--- src/rtl/axi_llc_refill_ar_master.sv ---
// LLC refill request stage: issues one line-sized AR burst per refill
// descriptor and forwards every descriptor in order to the R refill unit.
package axi_llc_refill_ar_pkg;

  typedef struct packed {
    logic        refill;
    logic [63:0] a_x_addr;
    logic [5:0]  a_x_id;
    logic [7:0]  way;
  } llc_desc_t;

  typedef struct packed {
    logic [5:0]  id;
    logic [63:0] addr;
    logic [7:0]  len;
    logic [2:0]  size;
    logic [1:0]  burst;
    logic        lock;
    logic [3:0]  cache;
    logic [2:0]  prot;
    logic [3:0]  qos;
    logic [3:0]  region;
    logic [0:0]  user;
  } llc_ar_chan_t;

endpackage

module axi_llc_refill_ar_master
  import axi_llc_refill_ar_pkg::*;
#(
  parameter int unsigned AddrWidth      = 64,
  parameter int unsigned IdWidth        = 6,
  parameter int unsigned DataWidth      = 64,
  parameter int unsigned BlockSize      = 8,
  parameter int unsigned MaxOutstanding = 4,
  parameter type         desc_t         = llc_desc_t,
  parameter type         ar_chan_t      = llc_ar_chan_t
) (
  input  logic     clk_i,
  input  logic     rst_i,
  input  desc_t    desc_i,
  input  logic     desc_valid_i,
  output logic     desc_ready_o,
  output desc_t    desc_o,
  output logic     desc_valid_o,
  input  logic     desc_ready_i,
  output ar_chan_t ar_chan_mst_o,
  output logic     ar_valid_o,
  input  logic     ar_ready_i,
  input  logic     refill_done_i,
  output logic     busy_o
);

  localparam int unsigned CntW    = $clog2(MaxOutstanding + 1);
  localparam int unsigned OffLog  = $clog2(BlockSize * DataWidth / 8);
  localparam int unsigned SizeLog = $clog2(DataWidth / 8);

  localparam logic [AddrWidth-1:0] LineMask =
    {AddrWidth{1'b1}} << OffLog;
  localparam logic [CntW-1:0] CntMax = CntW'(MaxOutstanding);

  typedef enum logic {
    IDLE,
    ISSUE
  } state_e;

  state_e          state_q, state_d;
  desc_t           desc_q, desc_d;
  ar_chan_t        ar_q, ar_d;
  logic            ar_pend_q, ar_pend_d;
  logic            desc_pend_q, desc_pend_d;
  logic [CntW-1:0] cnt_q, cnt_d;

  logic ar_hs;
  logic dsc_hs;

  assign ar_valid_o    = ar_pend_q;
  assign desc_valid_o  = desc_pend_q;
  assign ar_chan_mst_o = ar_q;
  assign desc_o        = desc_q;
  assign ar_hs         = ar_pend_q & ar_ready_i;
  assign dsc_hs        = desc_pend_q & desc_ready_i;
  assign busy_o        = (state_q != IDLE) || (cnt_q != '0);

  // Accept in IDLE, then hold AR and descriptor until both handshake.
  always_comb begin
    state_d      = state_q;
    desc_d       = desc_q;
    ar_d         = ar_q;
    ar_pend_d    = ar_pend_q;
    desc_pend_d  = desc_pend_q;
    desc_ready_o = 1'b0;
    unique case (state_q)
      IDLE: begin
        desc_ready_o = !rst_i && (cnt_q < CntMax);
        if (desc_valid_i && desc_ready_o) begin
          desc_d       = desc_i;
          ar_d         = '0;
          ar_d.id      = desc_i.a_x_id;
          ar_d.addr    = desc_i.a_x_addr & LineMask;
          ar_d.len     = 8'(BlockSize - 1);
          ar_d.size    = 3'(SizeLog);
          ar_d.burst   = 2'b01;
          ar_d.cache   = 4'b0011;
          ar_pend_d    = desc_i.refill;
          desc_pend_d  = 1'b1;
          state_d      = ISSUE;
        end
      end
      ISSUE: begin
        if (ar_hs) ar_pend_d = 1'b0;
        if (dsc_hs) desc_pend_d = 1'b0;
        if (!ar_pend_d && !desc_pend_d) state_d = IDLE;
      end
    endcase
  end

  // Bursts in flight: up on AR handshake, down on consumed refill.
  always_comb begin
    cnt_d = cnt_q;
    case ({ar_hs, refill_done_i})
      2'b10:   cnt_d = cnt_q + 1'b1;
      2'b01:   if (cnt_q != '0) cnt_d = cnt_q - 1'b1;
      default: cnt_d = cnt_q;
    endcase
  end

  // State, payload and counter registers.
  always_ff @(posedge clk_i) begin
    if (rst_i) begin
      state_q     <= IDLE;
      desc_q      <= '0;
      ar_q        <= '0;
      ar_pend_q   <= 1'b0;
      desc_pend_q <= 1'b0;
      cnt_q       <= '0;
    end else begin
      state_q     <= state_d;
      desc_q      <= desc_d;
      ar_q        <= ar_d;
      ar_pend_q   <= ar_pend_d;
      desc_pend_q <= desc_pend_d;
      cnt_q       <= cnt_d;
    end
  end

`ifndef SYNTHESIS
  a_ar_refill_only : assert property (
    @(posedge clk_i) disable iff (rst_i)
    ar_valid_o |-> desc_q.refill);

  a_ar_stable : assert property (
    @(posedge clk_i) disable iff (rst_i)
    (ar_valid_o && !ar_ready_i) |=> $stable(ar_chan_mst_o));

  a_desc_stable : assert property (
    @(posedge clk_i) disable iff (rst_i)
    (desc_valid_o && !desc_ready_i) |=> $stable(desc_o));

  a_done_underflow : assert property (
    @(posedge clk_i) disable iff (rst_i)
    !(refill_done_i && cnt_q == '0));
`endif

endmodule
--- config.mk ---
export PLATFORM = sky130hd
export DESIGN_NAME = axi_llc_refill_ar_master
export DESIGN_NICKNAME = d
export VERILOG_FILES = /design/src/rtl/axi_llc_refill_ar_master.sv
export SDC_FILE = /design/constraint.sdc
export NUM_CORES = 1
export LEC_CHECK = 0
export CORE_ASPECT_RATIO = 1.75
export CORE_MARGIN = 4
export CORE_UTILIZATION = 38
export DETAILED_ROUTE_END_ITERATION = 7
export PLACE_DENSITY = 0.91
export SLEW_MARGIN = 40
export SYNTH_ARGS = -nofsm -noshare
export SYNTH_HDL_FRONTEND = slang
export SYNTH_SLANG_ARGS = --single-unit
--- constraint.sdc ---
create_clock -name clk_i -period 4.45 [get_ports clk_i]
set_clock_uncertainty 0.1 [all_clocks]
set_input_delay 0.89 -clock clk_i [delete_from_list [all_inputs] [get_ports clk_i]]
set_output_delay 0.89 -clock clk_i [all_outputs]
set_load 0.005 [all_outputs]
; Word-level counts from Yosys, hierarchy flattened
; Cells that the tools add are included.
; W data, S select, Z words.
[classes]
n_div = 0
addsub = 2
muxes = 14
multipliers = 0
n_shift = 0
n_reduce_logical = 11
eq_ne = 4
n_lt_le_gt_ge = 1
bitwise_logic = 3
[op_table]
columns = cell, n
row1 = $mux W1, 9
row2 = $pmux W1 S2, 3
row3 = $pmux W3 S2, 1
row4 = $ne A2 B2 Y1 const B, 2
row5 = $reduce_and A2 Y1, 2
row6 = $add A3 B1 Y3 const B, 1
row7 = $logic_and A1 B1 Y1, 3
row8 = $logic_not A1 Y1, 3
row9 = $lt A3 B3 Y1 const B, 1
row10 = $mux W3, 1
row11 = $reduce_bool A3 Y1, 1
row12 = $sub A3 B1 Y3 const B, 1
row13 = $and A1 B1 Y1, 2
row14 = $eq A2 B1 Y1 const B, 1
row15 = $eq A2 B2 Y1 const B, 1
row16 = $reduce_bool A2 Y1, 1
row17 = $logic_or A1 B1 Y1, 1
row18 = $not A1 Y1, 1
[word_totals]
mem_bits_ro = 0
mem_count = 0
input_bits = 85
ff_bits = 146
out_inout_bits = 183
mem_bits_rw = 0
latch_bits = 0
wordCells = 47

; Longest topological paths before layout
; Gate-level depths: netlist of the first run.
[depth]
ltp_word = 7
depth_mapped = 6
mapped_depth_nobuf = 6

; Worst setup path before layout of the first run
; Ideal clock, no wire load.
[synth_timing]
path_kind = input to output
from = input rst_i
to = output desc_ready_o
required_time_ns = 3.460
stages = 3
t_arrival_ns = 1.421
setup_slack_ns = 2.039
cell_sequence = buf_2 -> clkbuf_1 -> nor3_1
[synth_via]
elab_chain_cells = 3
[synth_lines]
columns = element, line
row1 = from (decl), 40  ; input logic rst_i,
row2 = $logic_not A1 Y1, 95  ; desc_ready_o = !rst_i && (cnt_q < CntMax);
row3 = $logic_and A1 B1 Y1, 95
row4 = $mux W1, 93  ; unique case (state_q)
row5 = to (decl), 43  ; output logic desc_ready_o,
; Every way passes these cells.

; Final worst setup path of the first run
; Ends and elaborated chain as after synthesis.

==> impl_metrics.toml, run 1 <==
[yosys]
ys_warn_count = 0
post_synth_instance_area_um2 = 3889
ys.flop_type = "dfxtp_1"
ys_ff_latch = 86
synth_xor_area_share_pct = 0.2252
synth_top_family_by_area = "buffers and inverters"
netlist_instances = 486
muxShareOfSynthArea_pct = 0.2896
avgSynthCellArea_um2 = 8.002
yosysSeqAreaShare_pct = 44.27
synth-compound-area-share_pct = 11.71
synth_edf_count = 0
async_flop_share_pct = 0
synth-simple-area-share_pct = 18.69
synth.distinct_cells = 26
yosys.area_share.adder_pct = 0.3218

[clocking]
clock-sinks = 86
cts_buffers = 9
root_buffer = "clkbuf_16"
ctsHoldBuffers = 0
cts-resized-gates = 0
clkTransAtPathRegs_ns = 0.06
post_cts_buffers = 0
htreeDepth = 3
cts_tree = "done"
clk_latency_ns = 0.32
clk_path_buf_depth = 2

[grt]
grt_max_degree = 82
grt_pass1_vias = 3413
grt_usage_pct = 17.87
grt_overflow = 0
grt_pass1_wl_um = 17130
antenna_found_initial = 0

[detailed_routing]
drt-total-wl_um = 11440
antenna_left = 0
drt-wirelength-per-cell_um = 14.88
firstDrtPassIters = 5
num_vias = 3565
viasPerCell = 4.636
drt_iter0_drc = 109
dr_wl_met3_um = 828
met1_length_um = 3968
top_layer_used = "met4"
drc = 0
wl_met2_um = 6255

[placement]
dpl.cell_count = 752
dp_hpwl_um = 8766
routabilityCongestion = 0.8242
portBuffers = 239

[setup_path]
critPathRequiredTime_ns = 3.46
cp-start-kind = "input port"
max_stage_delay_ns = 0.54
cp-end-kind = "primary output"
worstPathCellList = "buf_2, nor3_1, clkdlybuf4s50_1"
crit_fanout = 33
slowest_stage = "clkdlybuf4s50_1"
crit_type = "input port to primary output"
crit_arrival_ns = 1.97

[cells_and_area]
multiInputGateArea_um2 = 1330
layoutNonFillerInstCount = 769
fill_cells = 865
layout_common_cells = "clkdlybuf4s50_1, nand2_1, dfxtp_1"
nets = 725
drive_gt1_share_pct = 3.882
area_delta_synth_final_pct = 53.25
regArea_um2 = 1722
num_antenna_cells = 0
mostFrequentLayoutCell = "clkdlybuf4s50_1"

[power]
p_int_mw = 1.568
p_leak_nw = 2.155
comb_power_share_pct = 19.3
switching_share_pct = 23.31
vdd_drop_max_mv = 0.2118
seq_power_share_pct = 42.1
switchingPower_mw = 0.4766
power.density_nw_per_um2 = 343.1
power_frac_clock_pct = 38.6

[outcome]
status = "finished clean"

[die]
chipHeight_um = 141.8
dieArea_um2 = 11980
die_w_um = 84.47
core_area_um2 = 9910
rows = 48
io_pins = 268
start_util_pct = 39.24

[timing]
finalCriticalPeriod_ns = 2.961
worst_pin_slew_ns = 0.7948
timing.slew.headroom_pct = 47.01
hold_viol = 0
fmax_mhz = 337.8
fin_setup_tns_ns = 0
slew_viol_final = 0
post-route-period-util_pct = 66.53
finalSetupViolCount = 0
rsz0062_at_grt = "false"

[job]
max_cap_violations = 0

[hold_path]
hold_class = "register to register"
==> worst max-delay path: cells and delay by family <==
kind / cells / cell delay, ns
AND/OR/NAND/NOR: 1 / 0.24
buffers and inverters: 2 / 0.83
==> area by class of cell <==
cell class                      count  area share (%)
Inverter                            1         0.06299
Clock inverter                      5           1.386
Timing Repair Buffer              242           40.65
Clock buffer                       11           4.073
Multi-Input combinational cell    299           22.32
Sequential cell                    86           28.89
Tap cell                          125           2.624
==> per-stage QoR <==
step                total power [mW]  area (µm²)  worst slack (ns)  hold slack, ns  utilization [%]
global route                   2.133        5959             1.368          0.3754            60.14
detailed placement             1.270        5614             1.122          0.3527            56.65
global placement               1.255        5614             1.255          0.3432            56.65
CTS                            2.070        5939             1.473          0.3610            59.94
floorplan                      1.078        3990             2.039          0.3527                -
finish                         2.045        5959             1.489          0.3573            60.14
==> final timing paths <==
check | startpoint | slack, ns | to | depth (start not counted)
max | rst_i | 1.49 | desc_ready_o | 3
min | desc_o[6] | 0.36 | desc_o[6] | 2
max reg2reg | ar_valid_o | 2.50 | cnt_q[2] | 5
min reg2reg | desc_o[6] | 0.36 | desc_o[6] | 2
==> sequential cells by signal, indices dropped and copies added (netlist names) <==
signal,cells
desc_valid_o,1
ar_chan_mst_o,7
ar_valid_o,1
desc_o,73
cnt_q,3
state_q,1
==> cells by family after synthesis <==
logic type,after synthesis
AO/OA/AOI/OAI,88
XOR/XNOR,1
adder cells (fa/ha/maj),1
buffers and inverters,128
flip-flops,86
multiplexers,1
other,1
AND/OR/NAND/NOR,180
==> routing by layer <==
layer | GRT usage [%] | vias to the layer above
li1 | - | 1733
met1 | 17.53 | 1631
met2 | 33.89 | 175
met3 | 4.939 | 26
met4 | 8.590 | 0
met5 | 0 | -
==> cell usage after synthesis, types with 2 or more instances <==
cell	number	area (µm²)
nand2_1	160	600.6
buf_4	108	810.8
dfxtp_1	86	1722
a21oi_1	82	410.4
clkbuf_1	9	33.78
buf_6	8	90.09
nor2_1	6	22.52
nand2b_1	4	25.02
nand4b_1	3	26.28
buf_2	2	10.01
nor3_1	2	10.01
o21ai_0	2	10.01
==> power by group through the flow <==
| stage | Combinational, mW | Clock, mW | Sequential [mW] |
|---|---|---|---|
| after floorplan | 0.207 | 0 | 0.871 |
| after global placement | 0.382 | 0 | 0.874 |
| after detailed placement | 0.393 | 0 | 0.878 |
| after CTS | 0.395 | 0.814 | 0.861 |
| after global routing | 0.426 | 0.839 | 0.867 |
| final | 0.394 | 0.790 | 0.861 |
(Power assumes the default switching activity.)
==> run 2, diff against run 1 <==
--- a/config.mk
+++ b/config.mk
@@ -7,9 +7,9 @@
 export LEC_CHECK = 0
 export CORE_ASPECT_RATIO = 1.75
 export CORE_MARGIN = 4
-export CORE_UTILIZATION = 38
+export CORE_UTILIZATION = 32
 export DETAILED_ROUTE_END_ITERATION = 7
-export PLACE_DENSITY = 0.91
+export PLACE_DENSITY = 0.82
 export SLEW_MARGIN = 40
 export SYNTH_ARGS = -nofsm -noshare
 export SYNTH_HDL_FRONTEND = slang
==> constraint.sdc (replaced) <==
create_clock -name clk_i -period 2.6 [get_ports clk_i]
set_clock_uncertainty 0.1 [all_clocks]
set_input_delay 0.52 -clock clk_i [delete_from_list [all_inputs] [get_ports clk_i]]
set_output_delay 0.52 -clock clk_i [all_outputs]
set_load 0.005 [all_outputs]
==> impl_metrics.toml, run 2 (synthesis gave the netlist of run 1 again) <==
[cells_and_area]
fin_util_pct = 50.46
layout_common_cells = "clkdlybuf4s50_1, nand2_1, dfxtp_1"
num_antenna_cells = 0
area_delta_synth_final_pct = 54.89
nets = 728
drive_gt1_share_pct = 4.031
mostFrequentLayoutCell = "clkdlybuf4s50_1"
largest_reg_flops = 73

[setup_path]
cp-end-kind = "register"
ff2ff_setup_slack_ns = 0.77
reg2reg_from = "ar_valid_o"
timing.rr.end = "cnt_q[2]"
r2r_cells = 5
crit_type = "input port to register"
startpoint = "refill_done_i"
crit_arrival_ns = 2.36
cp-start-kind = "input port"
critPathRequiredTime_ns = 2.72
critPathCapture = "cnt_q[2]"
crit_fanout = 5

[timing]
finalSetupViolCount = 0
finalWorstSetupSlack_ns = 0.3572
finalCriticalPeriod_ns = 2.243
holdWs_ns = 0.3512
post-route-period-util_pct = 86.26
slew_viol_final = 0
fin_setup_tns_ns = 0
hold_viol = 0
rsz0062_at_grt = "false"
fmax_mhz = 445.9
worst_pin_slew_ns = 0.7411
timing.slew.headroom_pct = 50.59

[detailed_routing]
drt_iter0_drc = 98
drt-total-wl_um = 11010
drt-wirelength-per-cell_um = 14.07
firstDrtPassIters = 4
num_vias = 3465
drc = 0
antenna_left = 0
viasPerCell = 4.431

[clocking]
root_buffer = "clkbuf_16"
clk_latency_ns = 0.32
cts-resized-gates = 0
clk_path_buf_depth = 2
clkTransAtPathRegs_ns = 0.06
clock-sinks = 86
post_cts_buffers = 0
ctsHoldBuffers = 0
cts_buffers = 9
cts_tree = "done"
htreeDepth = 3

[die]
chipHeight_um = 153.8
die_w_um = 91.33
dieArea_um2 = 14050
core_area_um2 = 11940
io_pins = 268
start_util_pct = 32.58
rows = 53

[grt]
grt_pass1_wl_um = 16640
grt_max_degree = 82
antenna_found_initial = 0
grt_overflow = 0
grt_usage_pct = 14.94
grt_pass1_vias = 3157

[power]
vdd_drop_max_mv = 0.3072
p_leak_nw = 2.174
power.density_nw_per_um2 = 592.9

[job]
max_cap_violations = 0

[hold_path]
worst_hold_path.num_cells = 2
hold_class = "register to register"

[placement]
routabilityCongestion = 0.7811
portBuffers = 239
dpl_worst_slack_ns = 0.01595
dp_hpwl_um = 8134

[outcome]
status = "finished clean"
run 2: cell types whose count changed in the layout (fill, tap and decap cells not counted):
| cell | delta |
|---|---|
| buf_12 | +2 |
| buf_4 | +1 |
| bufinv_16 | +1 |
| clkbuf_8 | -1 |
| clkinv_2 | -1 |
| clkinv_4 | -2 |
| clkinvlp_4 | +1 |
run 2: final cells by class:
class | count | area (µm²)
clock buffers | 10 | 229.0
clock inverters | 4 | 97.59
fillers | 1119 | 5913
inverters | 1 | 3.754
multi-input cells | 299 | 1330
flip-flops and latches | 86 | 1722
well taps | 137 | 171.4
repair buffers | 245 | 2470
run 2: worst max-delay path: stages:
cell and delay (ns):
clkdlybuf4s50_1 0.48, a21bo_2 0.27, xnor2_1 0.14, ha_1 0.20
o41ai_1 0.38, mux2_2 0.37
run 2: layer usage:
metal | global-route usage (%) | vias to the layer above | routed length [µm]
met4 | 6.835 | 0 | 269
li1 | - | 1729 | -
met3 | 3.671 | 15 | 659
met5 | 0 | - | 0
met1 | 16.66 | 1577 | 4278
met2 | 26.46 | 144 | 5797
run 2: worst min-delay path by stage:
stage | startpoint | slack [ns] | endpoint
floorplan | desc_o[0] | 0.35 | desc_o[0]
global placement | desc_o[14] | 0.34 | desc_o[14]
detailed placement | desc_o[18] | 0.35 | desc_o[18]
CTS | desc_o[1] | 0.36 | desc_o[1]
global route | desc_o[19] | 0.37 | desc_o[19]
finish | desc_o[18] | 0.35 | desc_o[18]
run 2: stage by stage:
stage	std cells	cell area (µm²)	power, mW
6_report	782	6023	3.571
4_1_cts	782	6023	3.639
3_5_place_dp	768	5697	2.185
2_1_floorplan	513	3990	1.845
5_1_grt	782	6023	3.754
3_3_place_gp	768	5697	2.172
run 2: where the power goes:
part           switching [mW]  leakage (nW)  internal, mW
sequential             0.0673         0.701          1.40
combinational           0.255          1.32         0.425
clock                   0.496         0.155         0.928
total                   0.818          2.17          2.75
